**config.mk**
```make
export PLATFORM = sky130hd
export DESIGN_NAME = mem_responder_flat
export DESIGN_NICKNAME = d
export VERILOG_FILES = /design/src/rtl/mem_responder_if.sv /design/src/rtl/mem_responder.sv /design/src/flat_wrapper.sv
export SDC_FILE = /design/constraint.sdc
export NUM_CORES = 1
export LEC_CHECK = 0
export ABC_AREA = 1
export CORE_MARGIN = 2
export CORE_UTILIZATION = 48
export DETAILED_ROUTE_END_ITERATION = 10
export PLACE_DENSITY = 0.72
export REMOVE_ABC_BUFFERS = 1
export SYNTH_ARGS = -nofsm -noshare
export SYNTH_HDL_FRONTEND = slang
export SYNTH_SLANG_ARGS = --single-unit
```
**constraint.sdc**
```tcl
create_clock -name clock -period 1.4 [get_ports clock]
set_input_delay 0.21 -clock clock [delete_from_list [all_inputs] [get_ports clock]]
set_output_delay 0.21 -clock clock [all_outputs]
set_load 0.02 [all_outputs]
```
**src/rtl/mem_responder_if.sv**
```systemverilog
// Request/response bus between a register/address/data requester and a memory responder.
// The master drives requests and accepts responses; the slave does the opposite.
interface mem_responder_if #(
    parameter int ADDR_W = 2,
    parameter int DATA_W = 2
);
    logic              req_valid;
    logic              req_ready;
    logic              req_wr;
    logic [ADDR_W-1:0] req_addr;
    logic [DATA_W-1:0] req_wdata;
    logic              rsp_valid;
    logic              rsp_ready;
    logic [DATA_W-1:0] rsp_rdata;
    logic              rsp_err;

    modport master (
        output req_valid, req_wr, req_addr, req_wdata, rsp_ready,
        input  req_ready, rsp_valid, rsp_rdata, rsp_err
    );

    modport slave (
        input  req_valid, req_wr, req_addr, req_wdata, rsp_ready,
        output req_ready, rsp_valid, rsp_rdata, rsp_err
    );
endinterface

```
**src/rtl/mem_responder.sv**
```systemverilog
// Single-outstanding memory responder: accepts one read/write request, waits a fixed
// number of cycles, then presents a held response and counts completed transactions.
module mem_responder #(
    parameter int ADDR_W      = 2,
    parameter int DATA_W      = 2,
    parameter int DEPTH       = 4,
    parameter int WAIT_STATES = 0,
    parameter int CNT_W       = 8
) (
    input  logic             clock,
    input  logic             rst,
    mem_responder_if.slave   bus,
    output logic [CNT_W-1:0] txn_count
);

    typedef enum logic [1:0] {
        ST_IDLE = 2'd0,
        ST_WAIT = 2'd1,
        ST_RESP = 2'd2
    } state_t;

    localparam bit       NO_WAIT   = (WAIT_STATES == 0);
    localparam logic [3:0] WAIT_INIT = NO_WAIT ? 4'd0 : 4'(WAIT_STATES - 1);

    state_t            state_r;
    state_t            state_s;
    logic [3:0]        wait_cnt_r;
    logic [3:0]        wait_cnt_s;
    logic              wr_r;
    logic [ADDR_W-1:0] addr_r;
    logic [DATA_W-1:0] wdata_r;
    logic [DATA_W-1:0] mem_r [DEPTH];
    logic [DATA_W-1:0] rdata_r;
    logic              err_r;
    logic              req_ready_r;
    logic              rsp_valid_r;
    logic [CNT_W-1:0]  txn_count_r;

    logic              accept_s;
    logic              done_s;
    logic              enter_resp_s;
    logic              sel_wr_s;
    logic [ADDR_W-1:0] sel_addr_s;
    logic [DATA_W-1:0] sel_wdata_s;
    logic              in_range_s;
    logic [DATA_W-1:0] rd_data_s;

    function automatic logic addr_ok(input logic [ADDR_W-1:0] a);
        return (32'(a) < 32'(DEPTH));
    endfunction

    assign accept_s = bus.req_valid & (state_r == ST_IDLE);
    assign done_s   = bus.rsp_ready & (state_r == ST_RESP);

    // State register and wait counter
    always_ff @(posedge clock or negedge rst) begin
        if (!rst) begin
            state_r    <= ST_IDLE;
            wait_cnt_r <= 4'd0;
        end else begin
            state_r    <= state_s;
            wait_cnt_r <= wait_cnt_s;
        end
    end

    // Next-state decode
    always_comb begin
        state_s    = state_r;
        wait_cnt_s = wait_cnt_r;
        case (state_r)
            ST_IDLE: begin
                if (accept_s) begin
                    if (NO_WAIT) begin
                        state_s = ST_RESP;
                    end else begin
                        state_s    = ST_WAIT;
                        wait_cnt_s = WAIT_INIT;
                    end
                end else begin
                    state_s = ST_IDLE;
                end
            end
            ST_WAIT: begin
                if (wait_cnt_r == 4'd0) begin
                    state_s = ST_RESP;
                end else begin
                    wait_cnt_s = wait_cnt_r - 4'd1;
                end
            end
            ST_RESP: begin
                if (bus.rsp_ready) begin
                    state_s = ST_IDLE;
                end else begin
                    state_s = ST_RESP;
                end
            end
            default: begin
                state_s    = ST_IDLE;
                wait_cnt_s = 4'd0;
            end
        endcase
    end

    // Output/datapath decode: with no wait states the live request is used on the accept edge
    always_comb begin
        enter_resp_s = 1'b0;
        sel_wr_s     = wr_r;
        sel_addr_s   = addr_r;
        sel_wdata_s  = wdata_r;
        case (state_r)
            ST_IDLE: begin
                enter_resp_s = accept_s & NO_WAIT;
                sel_wr_s     = bus.req_wr;
                sel_addr_s   = bus.req_addr;
                sel_wdata_s  = bus.req_wdata;
            end
            ST_WAIT: begin
                enter_resp_s = (wait_cnt_r == 4'd0);
            end
            ST_RESP: begin
                enter_resp_s = 1'b0;
            end
            default: begin
                enter_resp_s = 1'b0;
            end
        endcase
        in_range_s = addr_ok(sel_addr_s);
        rd_data_s  = {DATA_W{1'b0}};
        for (int i = 0; i < DEPTH; i++) begin
            if (sel_addr_s == ADDR_W'(i)) begin
                rd_data_s = mem_r[i];
            end else begin
                rd_data_s = rd_data_s;
            end
        end
    end

    // Request capture on accept
    always_ff @(posedge clock or negedge rst) begin
        if (!rst) begin
            wr_r    <= 1'b0;
            addr_r  <= {ADDR_W{1'b0}};
            wdata_r <= {DATA_W{1'b0}};
        end else if (accept_s) begin
            wr_r    <= bus.req_wr;
            addr_r  <= bus.req_addr;
            wdata_r <= bus.req_wdata;
        end else begin
            wr_r    <= wr_r;
            addr_r  <= addr_r;
            wdata_r <= wdata_r;
        end
    end

    // Register-file memory; out-of-range writes never match an entry
    always_ff @(posedge clock or negedge rst) begin
        if (!rst) begin
            for (int i = 0; i < DEPTH; i++) begin
                mem_r[i] <= {DATA_W{1'b0}};
            end
        end else begin
            for (int i = 0; i < DEPTH; i++) begin
                if (enter_resp_s && sel_wr_s && (sel_addr_s == ADDR_W'(i))) begin
                    mem_r[i] <= sel_wdata_s;
                end else begin
                    mem_r[i] <= mem_r[i];
                end
            end
        end
    end

    // Response payload, held through backpressure and cleared on handshake
    always_ff @(posedge clock or negedge rst) begin
        if (!rst) begin
            rdata_r <= {DATA_W{1'b0}};
            err_r   <= 1'b0;
        end else if (enter_resp_s) begin
            rdata_r <= (sel_wr_s || !in_range_s) ? {DATA_W{1'b0}} : rd_data_s;
            err_r   <= !in_range_s;
        end else if (done_s) begin
            rdata_r <= {DATA_W{1'b0}};
            err_r   <= 1'b0;
        end else begin
            rdata_r <= rdata_r;
            err_r   <= err_r;
        end
    end

    // Handshake flags registered from the next state so they track state_r exactly
    always_ff @(posedge clock or negedge rst) begin
        if (!rst) begin
            req_ready_r <= 1'b1;
            rsp_valid_r <= 1'b0;
        end else begin
            req_ready_r <= (state_s == ST_IDLE);
            rsp_valid_r <= (state_s == ST_RESP);
        end
    end

    // Completed-transaction counter, wraps naturally
    always_ff @(posedge clock or negedge rst) begin
        if (!rst) begin
            txn_count_r <= {CNT_W{1'b0}};
        end else if (done_s) begin
            txn_count_r <= txn_count_r + {{(CNT_W-1){1'b0}}, 1'b1};
        end else begin
            txn_count_r <= txn_count_r;
        end
    end

    assign bus.req_ready = req_ready_r;
    assign bus.rsp_valid = rsp_valid_r;
    assign bus.rsp_rdata = rdata_r;
    assign bus.rsp_err   = err_r;
    assign txn_count     = txn_count_r;

endmodule

```
**src/flat_wrapper.sv**
```systemverilog
// flat-port wrapper written by rule: the top's interface ports become plain ports
module mem_responder_flat 
#(
    parameter int ADDR_W      = 2,
    parameter int DATA_W      = 2,
    parameter int DEPTH       = 4,
    parameter int WAIT_STATES = 0,
    parameter int CNT_W       = 8
)
  (clock, rst, txn_count, bus_req_valid, bus_req_wr, bus_req_addr, bus_req_wdata, bus_rsp_ready, bus_req_ready, bus_rsp_valid, bus_rsp_rdata, bus_rsp_err);
  mem_responder_if #(.ADDR_W(ADDR_W), .DATA_W(DATA_W)) bus_i ();
  input  logic clock;
  input  logic rst;
  output logic [CNT_W-1:0] txn_count;
  input wire logic [$bits(bus_i.req_valid)-1:0] bus_req_valid;
  input wire logic [$bits(bus_i.req_wr)-1:0] bus_req_wr;
  input wire logic [$bits(bus_i.req_addr)-1:0] bus_req_addr;
  input wire logic [$bits(bus_i.req_wdata)-1:0] bus_req_wdata;
  input wire logic [$bits(bus_i.rsp_ready)-1:0] bus_rsp_ready;
  output wire logic [$bits(bus_i.req_ready)-1:0] bus_req_ready;
  output wire logic [$bits(bus_i.rsp_valid)-1:0] bus_rsp_valid;
  output wire logic [$bits(bus_i.rsp_rdata)-1:0] bus_rsp_rdata;
  output wire logic [$bits(bus_i.rsp_err)-1:0] bus_rsp_err;
  assign bus_i.req_valid = bus_req_valid;
  assign bus_i.req_wr = bus_req_wr;
  assign bus_i.req_addr = bus_req_addr;
  assign bus_i.req_wdata = bus_req_wdata;
  assign bus_i.rsp_ready = bus_rsp_ready;
  assign bus_req_ready = bus_i.req_ready;
  assign bus_rsp_valid = bus_i.rsp_valid;
  assign bus_rsp_rdata = bus_i.rsp_rdata;
  assign bus_rsp_err = bus_i.rsp_err;
  mem_responder #(.ADDR_W(ADDR_W), .DATA_W(DATA_W), .DEPTH(DEPTH), .WAIT_STATES(WAIT_STATES), .CNT_W(CNT_W)) u_core (.clock(clock), .rst(rst), .bus(bus_i), .txn_count(txn_count));
endmodule
```
==> impl_metrics.env <==
export IMPL_ctsRootBufferMaster="clkbuf_4"
export IMPL_drt_iter0_markers=76
export IMPL_final_area_um2=2100
export IMPL_end_kind="flop"
export IMPL_hold_class="input pin to async pin"
export IMPL_postSynth_asyncResetShare_pct=100
export IMPL_cp_cell_sequence="inv_2 > ha_4 > nand2_4 > nor2_4 > nand3_4 > nand2_4 > nand2_8 > nor2_4 > nand2_1 > o21ai_1"
export IMPL_grt_pass1_wl_mm=5.66
export IMPL_synthCells=169
export IMPL_place_congestion=0.837
export IMPL_ctsHoldBuffers=0
export IMPL_drive_gt1_share_pct=31.3
export IMPL_fin_ws_ns=-0.0662
export IMPL_drt_first_pass_iters=4
export IMPL_drc=0
export IMPL_wl_mm=3.36
export IMPL_syn_area_per_cell_um2=8.88
export IMPL_antenna_found_initial=0
export IMPL_grt_overflow=0
export IMPL_holdWs_ns=0.219
export IMPL_fp_row_count=20
export IMPL_cts_tree="yes"
export IMPL_min_period_over_period_pct=105
export IMPL_power_leakage_nw=1.02
export IMPL_ys_seq_elements=31
export IMPL_antennaDiodeCount=0
export IMPL_run_status="finished with violations"
export IMPL_slowest_delay_ns=0.41
export IMPL_vias=1321
export IMPL_ys_warn_count=0
export IMPL_boundaryPins=22
export IMPL_port_buffers=20
export IMPL_crit_family="simple AND/OR/NAND/NOR gates"
export IMPL_synth_edf_count=0
export IMPL_start_util_pct=50.0
export IMPL_place_ws_ns=-0.114
export IMPL_wl_per_cell_um=13.1
export IMPL_cp_max_fo=5
export IMPL_cts_buffers_inserted=5
export IMPL_power_mw=2.84
export IMPL_maxCapViolations=0
export IMPL_cp_num_buf_inv=1
export IMPL_topRoutingLayerUsed="met4"
export IMPL_ys_flop_type="dfrtp_1"
export IMPL_grt_pass1_vias=1332
export IMPL_met2_length_mm=1.72
export IMPL_grtUsageTotal_pct=21.4
export IMPL_die_w_um=59.9
export IMPL_pwr_density_cell_nw_per_um2=1350
export IMPL_violations="setup timing"
export IMPL_cts_buffer_depth=2
export IMPL_finClkSkew_ns=0.00558
export IMPL_synth_cell_area_um2=1500
export IMPL_rsz0062_at_grt="yes"
export IMPL_arrival_ns=1.73
export IMPL_cp_slowest_cell="dfrtp_1"
export IMPL_hold_viol=0
export IMPL_grt_max_degree=17
export IMPL_dp_hpwl_mm=2.34
export IMPL_nets=234
export IMPL_maxSlewViolCount=0
export IMPL_setup_viol=12
export IMPL_dpl_cell_area_um2=1880
export IMPL_criticalPathCategory="flop to flop"
export IMPL_clock_latency_ns=0.34
export IMPL_core_um2=3000
export IMPL_start_kind="flop"
export IMPL_htreeDepth=2
export IMPL_dr_wl_met3_um=145
export IMPL_post_route_min_period_ns=1.47
export IMPL_die_area_um2=3590
export IMPL_cp_data_required_time_ns=1.66
export IMPL_peakVddDrop_mv=0.690
export IMPL_vias_per_cell=5.14
export IMPL_final_antenna_net_count=0
export IMPL_clkTransAtPathRegs_ns=0.09
export IMPL_ys_seq_area_share_pct=51.7
export IMPL_synth_distinct_cells=28
export IMPL_die_h_um=59.9
export IMPL_timing_fmax_mhz=682
export IMPL_area_growth_pct=39.9
export IMPL_wl_met1_mm=1.41
export IMPL_final_util_pct=70.0
export IMPL_cts_sinks=31
-- state kept, by name, indices dropped and copies added, names as in the netlist, 2 cells and up --
name / cells
u_core.addr_r: 2
u_core.wait_cnt_r: 4
u_core.wdata_r: 2
u_core.state_r: 2
u_core.mem_r: 8
u_core.txn_count: 8
u_core.bus.rsp_rdata: 2
-- where the power goes --
group | leakage (nW) | internal [mW] | switching (mW)
combinational | 0.603 | 0.435 | 0.583
clock | 0.0293 | 0.195 | 0.299
sequential | 0.387 | 1.14 | 0.184
-- through the flow --
stage,instances,setup TNS (ns)
after floorplan,166,-2.47
after global placement,241,-0.276
after detailed placement,241,-0.882
after CTS,255,-0.131
after global routing,257,-1.94
final,257,-0.320
-- final timing paths --
path	from	to	cells after the start	slack, ns
worst min-delay path	rst	u_core.txn_count[0]	2	0.22
worst max-delay path	u_core.wait_cnt_r[0]	u_core.mem_r[1]	10	-0.07
worst max register to register	u_core.wait_cnt_r[0]	u_core.mem_r[1]	10	-0.07
worst min register to register	u_core.txn_count[7]	u_core.txn_count[7]	1	0.47
max in group asynchronous	rst	u_core.bus.req_ready	2	0.94
min in group clock	bus_req_wdata[0]	u_core.wdata_r[0]	3	0.45
-- cell families after synthesis --
| group | after synthesis | synth area share, % |
|---|---|---|
| muxes | 2 | 1.50 |
| buffers and inverters | 21 | 6.25 |
| DFF | 31 | 51.8 |
| and+or+nand+nor | 75 | 23.5 |
| AOI/OAI and AO/OA | 29 | 10.4 |
| xor gates and xnor gates | 8 | 4.67 |
| adders and majority gates | 2 | 1.67 |
| other | 1 | 0.250 |
-- worst reg2reg max path, cell delays in order, from the launching register on --
cell and delay [ns]:
dfrtp_1 0.41, inv_2 0.09, ha_4 0.15, nand2_4 0.06, nor2_4 0.13, nand3_4 0.10, nand2_4 0.12, nand2_8 0.08
nor2_4 0.11, nand2_1 0.07, o21ai_1 0.08
-- routing by layer --
| metal | vias up | GRT usage, % |
|---|---|---|
| met1 | 626 | 24.9 |
| li1 | 654 | - |
| met4 | 0 | 9.21 |
| met3 | 8 | 5.84 |
| met2 | 33 | 36.8 |
| met5 | - | 0 |
-- cells in the mapped netlist (2+ instances only) --
cell	number	share of area (%)
nor2_2	2	0.83
xnor2_1	3	1.8
xor2_1	5	2.9
a21oi_1	4	1.3
nor2_4	2	1.5
nand2_4	3	2.2
ha_1	2	1.7
nand2_1	41	10
inv_1	16	4.0
nand2_2	2	0.83
nand3_1	12	4.0
dfrtp_1	30	50
nor2_1	11	2.8
o21ai_1	2	0.67
o211ai_1	2	1.0
mux2_2	2	1.5
o21ai_0	19	6.3
-- repair_timing --
| item | CTS | global route |
|---|---|---|
| pin swaps | 11 | 12 |
| endpoints found under the setup margin | 27 | 22 |
| resized for setup | 35 | 17 |
| cloned | 1 | 0 |
| setup buffers | 5 | 2 |
-- area by class of cell --
cell class | count | area (µm²)
Clock buffer | 7 | 45.0
Clock inverter | 1 | 5.00
Fill cell | 228 | 902
Inverter | 18 | 72.6
Multi-Input combinational cell | 118 | 747
Sequential cell | 31 | 778
Tap cell | 33 | 41.3
Timing Repair Buffer | 49 | 412
-- placed cells by master, fill, tap and decap left out --
master,instances
nand3_2,1
inv_1,12
nand2_2,3
a21oi_1,4
nor2_1,5
nand3_1,10
dfrtp_2,1
nand3_4,2
clkdlybuf4s15_1,1
o21ai_0,12
mux2_2,2
nand2_1,38
nand4_1,1
ha_1,1
nor2_2,5
nand2_4,5
buf_4,27
clkbuf_4,5
xor2_1,5
xnor2_1,3
ha_4,1
dfrtp_1,29
o211ai_1,2
dfstp_2,1
inv_2,4
buf_6,2
nor2_4,5
nand2_8,1
clkdlybuf4s50_1,8
o21ai_4,1
o21ai_2,1
o21ai_1,8
clkinv_2,1
inv_4,2
o31ai_1,1
conb_1,1
dlygate4sd2_1,11
clkbuf_1,2
(Power assumes the default switching activity.)
==> variant 1: new RTL, same settings <==
Make the reset (`rst`) synchronous in 6 clocked blocks.
--- a/src/rtl/mem_responder.sv
+++ b/src/rtl/mem_responder.sv
@@ -55,3 +55,3 @@
     // State register and wait counter
-    always_ff @(posedge clock or negedge rst) begin
+    always_ff @(posedge clock) begin
         if (!rst) begin
@@ -138,3 +138,3 @@
     // Request capture on accept
-    always_ff @(posedge clock or negedge rst) begin
+    always_ff @(posedge clock) begin
         if (!rst) begin
@@ -155,3 +155,3 @@
     // Register-file memory; out-of-range writes never match an entry
-    always_ff @(posedge clock or negedge rst) begin
+    always_ff @(posedge clock) begin
         if (!rst) begin
@@ -172,3 +172,3 @@
     // Response payload, held through backpressure and cleared on handshake
-    always_ff @(posedge clock or negedge rst) begin
+    always_ff @(posedge clock) begin
         if (!rst) begin
@@ -189,3 +189,3 @@
     // Handshake flags registered from the next state so they track state_r exactly
-    always_ff @(posedge clock or negedge rst) begin
+    always_ff @(posedge clock) begin
         if (!rst) begin
@@ -200,3 +200,3 @@
     // Completed-transaction counter, wraps naturally
-    always_ff @(posedge clock or negedge rst) begin
+    always_ff @(posedge clock) begin
         if (!rst) begin
Function: differs if rst is asserted again (counterexample within 4 cycles, from zero or initial values and one cycle with rst low); with rst held inactive, the same outputs for 10 cycles.
==> variant 1 against the unedited design <==
- non-clock buffer count is 3 higher
- fmax is 0.85% lower
- the flow still finishes with violations (negative setup slack)
- synthesized cell count is 5.3% higher
- routed wire length is 10% higher
- cell count is 7.8% higher
- highest routed layer unchanged
- utilization is 2.9 points higher
- setup slack worse by 13 ps
- sequential cell count stayed put
- area after synthesis is 0.83% higher
- worst hold slack better by 260 ps
- critical path depth stayed put
- cell area is 5.0% higher
Power is not compared: it rests on default switching activity, and its combinational part moved more than twofold at a synthesized area within 25%.
==> variant 1: results (changes against the unedited design) <==
[clocking]
clock_path_buffers = 2  ; unchanged
htreeDepth = 2  ; unchanged
clock_latency_ps = 340  ; about the same
cts_setup_buffers = 1  ; was 5
cts_resized = 25  ; was 35

[finish]
nFillCells = 230  ; was 228
drive_above_1_share = 0.391  ; was 0.313
fin_nets = 244  ; was 234

[synthesis]
synthTopCellsByArea = dfxtp_1, edfxtp_1, nor2_1, nand2_1, inv_1  ; was dfrtp_1, nand2_1, o21ai_0, nand3_1, inv_1
synth-compound-area-share = 0.131  ; was 0.104
async_flop_share = 0  ; was 1.00
synthTopCellsByCount = nor2_1, dfxtp_1, nand2_1  ; was nand2_1, dfrtp_1, o21ai_0
synth_mux_area_frac = 0.00661  ; was 0.0150
ys_types = 33  ; was 28
synth_edf_count = 8  ; was 0
synth-xor-area-share = 0.0289  ; was 0.0467

[outcome]
violations = negative setup slack  ; unchanged
status = finished with violations  ; unchanged

[worst_setup_path]
worst_path_max_delay_cell = dfxtp_2  ; was dfrtp_1
crit_arrival_ps = 1550  ; was 1730 ps
slowest_delay_ps = 330  ; was 410 ps
reg2reg_from = u_core.wait_cnt_r[0]  ; unchanged
crit_end = u_core.mem_r[3][1]  ; was u_core.mem_r[1]
worstPathMaxFanout = 4  ; was 5

[timing]
setup_violations = 13  ; was 12
tns_ps = -691  ; was -320 ps
setup_ws_ps = -78.7  ; was -66.2 ps
skew_ps = 8.55  ; was 5.58 ps

[place]
place_hpwl_um = 2610  ; was 2340 µm
routabilityCongestion = 0.813  ; was 0.837
place_area_um2 = 1970  ; was 1880 µm²
dp_slack_ps = -238  ; was -114 ps

[grt]
grt_usage = 0.223  ; was 0.214
grt_pass1_wl_um = 5800  ; was 5660 µm

[routing]
drt-initial-drc-count = 61  ; was 76
vias = 1375  ; was 1,321

[hold_path]
min_path_type = flop to flop  ; was primary input to async pin

==> variant 1: cell types whose count changed after synthesis, moves of 4 or more <==
cell / change
a21oi_1: +4
dfrtp_1: -30
dfxtp_1: +23
edfxtp_1: +8
inv_2: +4
nand2_1: -18
nor2_1: +15
o21ai_0: -8
==> variant 1: layout make-up <==
| type | count | area [µm²] | area share |
|---|---|---|---|
| clock buffer | 6 | 51.3 | 0.0233 |
| clock inverter | 2 | 35.0 | 0.0159 |
| inverter | 22 | 85.1 | 0.0386 |
| multi-input combinational | 120 | 778 | 0.353 |
| sequential | 31 | 713 | 0.323 |
| tap | 44 | 55.1 | 0.0250 |
| timing repair buffer | 52 | 488 | 0.221 |
==> variant 1: power groups by stage <==
stage	clock network (mW)	registers, mW	logic, mW
global route	0.790	0.990	0.387
detailed placement	0	1.01	0.323
global placement	0	1.00	0.314
CTS	0.760	0.985	0.325
floorplan	0	1.02	0.158
finish	0.746	0.985	0.357
==> variant 1: worst register-to-register path, stage by stage, from the launching register on <==
cell and delay, ps:
dfxtp_2 330, inv_2 70, ha_4 130, nand2_2 50, nor2_2 100, nand2_1 90, nand2_2 80, inv_2 50
nor2_4 130, nand2_2 90, nand2_2 90
==> variant 1: metrics by stage <==
stage	instances	hold slack, ps	total power [mW]
after global placement	264	436	1.32
after detailed placement	264	467	1.33
final	277	479	2.09
after CTS	273	482	2.07
after floorplan	173	346	1.17
after global routing	277	516	2.17
==> variant 1: layer usage <==
metal  track usage  wire (µm)
met1         0.250       1570
met2         0.366       1820
met3        0.0736        173
met4         0.127        119
met5             0          0
==> variant 2: new RTL, same flow settings <==
Made on the original files. `DATA_W` is set to 2 in 3 places; all go to 3.
--- a/src/rtl/mem_responder_if.sv
+++ b/src/rtl/mem_responder_if.sv
@@ -4,3 +4,3 @@
     parameter int ADDR_W = 2,
-    parameter int DATA_W = 2
+    parameter int DATA_W = 3
 );
--- a/src/rtl/mem_responder.sv
+++ b/src/rtl/mem_responder.sv
@@ -4,3 +4,3 @@
     parameter int ADDR_W      = 2,
-    parameter int DATA_W      = 2,
+    parameter int DATA_W      = 3,
     parameter int DEPTH       = 4,
--- a/src/flat_wrapper.sv
+++ b/src/flat_wrapper.sv
@@ -4,3 +4,3 @@
     parameter int ADDR_W      = 2,
-    parameter int DATA_W      = 2,
+    parameter int DATA_W      = 3,
     parameter int DEPTH       = 4,
Interface: changed (resized bus_req_wdata and bus_rsp_rdata); port bits go from 22 to 24. No check against the original RTL was run, so the function may have changed too.
==> variant 2 against the unedited design <==
- setup slack lost 14 ps
- total power is 29% higher
- area after synthesis increased by 18%
- critical path depth unchanged
- non-clock buffer count decreased by 3
- routed wire length is 17% higher
- the flow still finishes with violations (negative setup slack)
- cell area rose by 21%
- sequential cell count increased by 6
==> variant 2: results (changes against the unedited design) <==
[outcome]
status = finished with violations  ; unchanged
violations = negative setup slack  ; unchanged

[worst_setup_path]
crit_arrival_ps = 1700  ; was 1730 ps
slowest_delay_ps = 380  ; was 410 ps
worstPathMaxFanout = 5  ; unchanged
worst_path_max_delay_cell = dfrtp_1  ; unchanged

[clocking]
root_buffer = clkbuf_8  ; was clkbuf_4
clkSlewWorstSetupHoldPaths_ps = 80
htreeDepth = 2  ; unchanged
clock_latency_ps = 290  ; was 340 ps

[routing]
drt-initial-drc-count = 78  ; was 76
wl_per_cell_um = 12.9  ; was 13.1 µm
wl_met3_um = 117  ; was 145 µm
wl_met2_um = 1930  ; was 1720 µm
vias = 1527  ; was 1,321
drt-met1-wl_um = 1810  ; was 1410 µm

[pwr]
vdd_ir_drop_max_uv = 825  ; was 690 µV

[place]
routabilityCongestion = 0.776  ; was 0.837
place_area_um2 = 2180  ; was 1880 µm²
place_hpwl_um = 2490  ; was 2340 µm
portBuffers = 22  ; was 20

[grt]
grt_usage = 0.197  ; was 0.214
grt_max_degree = 38  ; was 17
antenna_found_initial = 0  ; unchanged

[timing]
setup_violations = 12  ; unchanged
skew_ps = 4.79  ; was 5.58 ps
setup_ws_ps = -80.5  ; was -66.2 ps

[synthesis]
ys_seq_area_frac = 0.524  ; was 0.518
synthTopCellsByArea = dfrtp_1, nand2_1, o21ai_0, inv_1, nor2_4  ; was dfrtp_1, nand2_1, o21ai_0, nand3_1, inv_1
synthTopCellsByCount = nand2_1, dfrtp_1, inv_1  ; was nand2_1, dfrtp_1, o21ai_0

[finish]
fin_nets = 266  ; was 234
drive_above_1_share = 0.329  ; was 0.313
nFillCells = 252  ; was 228

[variant 2: routing by layer]
layer	vias up	global-route usage
li1	753	-
met1	741	0.253
met2	27	0.309
met3	6	0.0590
met4	0	0.0878
met5	-	0
[variant 2: worst max-delay path: cells and delay by family (launching register included)]
family                     cells  cell delay [ps]
buffers and inverters          1               80
and+or+nand+nor                7              720
adders and majority gates      1              150
AOI/OAI and AO/OA              1               80
DFF                            1              380
[variant 2: path summary, 6_finish.rpt]
kind,start,endpoint,slack [ps],cells after the start
max,u_core.wait_cnt_r[1],u_core.mem_r[1],-80,10
min,rst,u_core.txn_count[0],290,2
max reg2reg,u_core.wait_cnt_r[1],u_core.mem_r[1],-80,10
min reg2reg,u_core.txn_count[7],u_core.txn_count[7],470,1
max in group asynchronous,rst,u_core.bus.req_ready,860,2
min in group clock,u_core.txn_count[7],u_core.txn_count[7],470,1
[variant 2: power groups by stage]
stage | combinational (mW) | sequential (mW) | clock [mW]
finish | 1.32 | 1.61 | 0.735
global route | 1.44 | 1.65 | 0.799
CTS | 1.18 | 1.59 | 0.745
detailed placement | 1.17 | 1.60 | 0
global placement | 1.14 | 1.60 | 0
floorplan | 0.578 | 1.70 | 0
[variant 2: layout make-up]
class | count | area share
sequential | 37 | 0.365
clock inverter | 3 | 0.00688
multi-input combinational | 141 | 0.376
clock buffer | 5 | 0.0270
inverter | 23 | 0.0349
timing repair buffer | 46 | 0.167
tap | 48 | 0.0236
[variant 2: stage by stage]
| step | setup WS (ps) | cells | setup TNS [ps] | util | power [mW] |
|---|---|---|---|---|---|
| finish | -80.5 | 303 | -507 | 0.706 | 3.66 |
| global route | -195 | 303 | -2400 | 0.706 | 3.89 |
| CTS | -65.6 | 300 | -666 | 0.659 | 3.51 |
| detailed placement | -152 | 289 | -1860 | 0.604 | 2.78 |
| global placement | -120 | 289 | -1300 | 0.604 | 2.74 |
| floorplan | -63.9 | 200 | -594 | - | 2.27 |
[variant 2: cells by family (layout without fill, tap and decap cells)]
| kind of cell | Yosys count | count (layout) | share of synthesized area |
|---|---|---|---|
| simple gates | 90 | 91 | 0.234 |
| compound gates | 37 | 37 | 0.109 |
| flops | 37 | 37 | 0.524 |
| buf+inv | 27 | 77 | 0.0644 |
| xor+xnor | 8 | 8 | 0.0396 |
| fa+ha+maj | 2 | 2 | 0.0141 |
| mux | 2 | 2 | 0.0127 |
| other cells | 1 | 1 | 0.00212 |
[variant 2: what timing repair did]
item | CTS | global route
pin swaps | 14 | 18
hold endpoints to repair | 0 | 0
cloned | 1 | 0
setup buffers | 2 | 3
hold buffers | 0 | 0
resized for setup | 45 | 35
setup endpoints to repair | 29 | 23
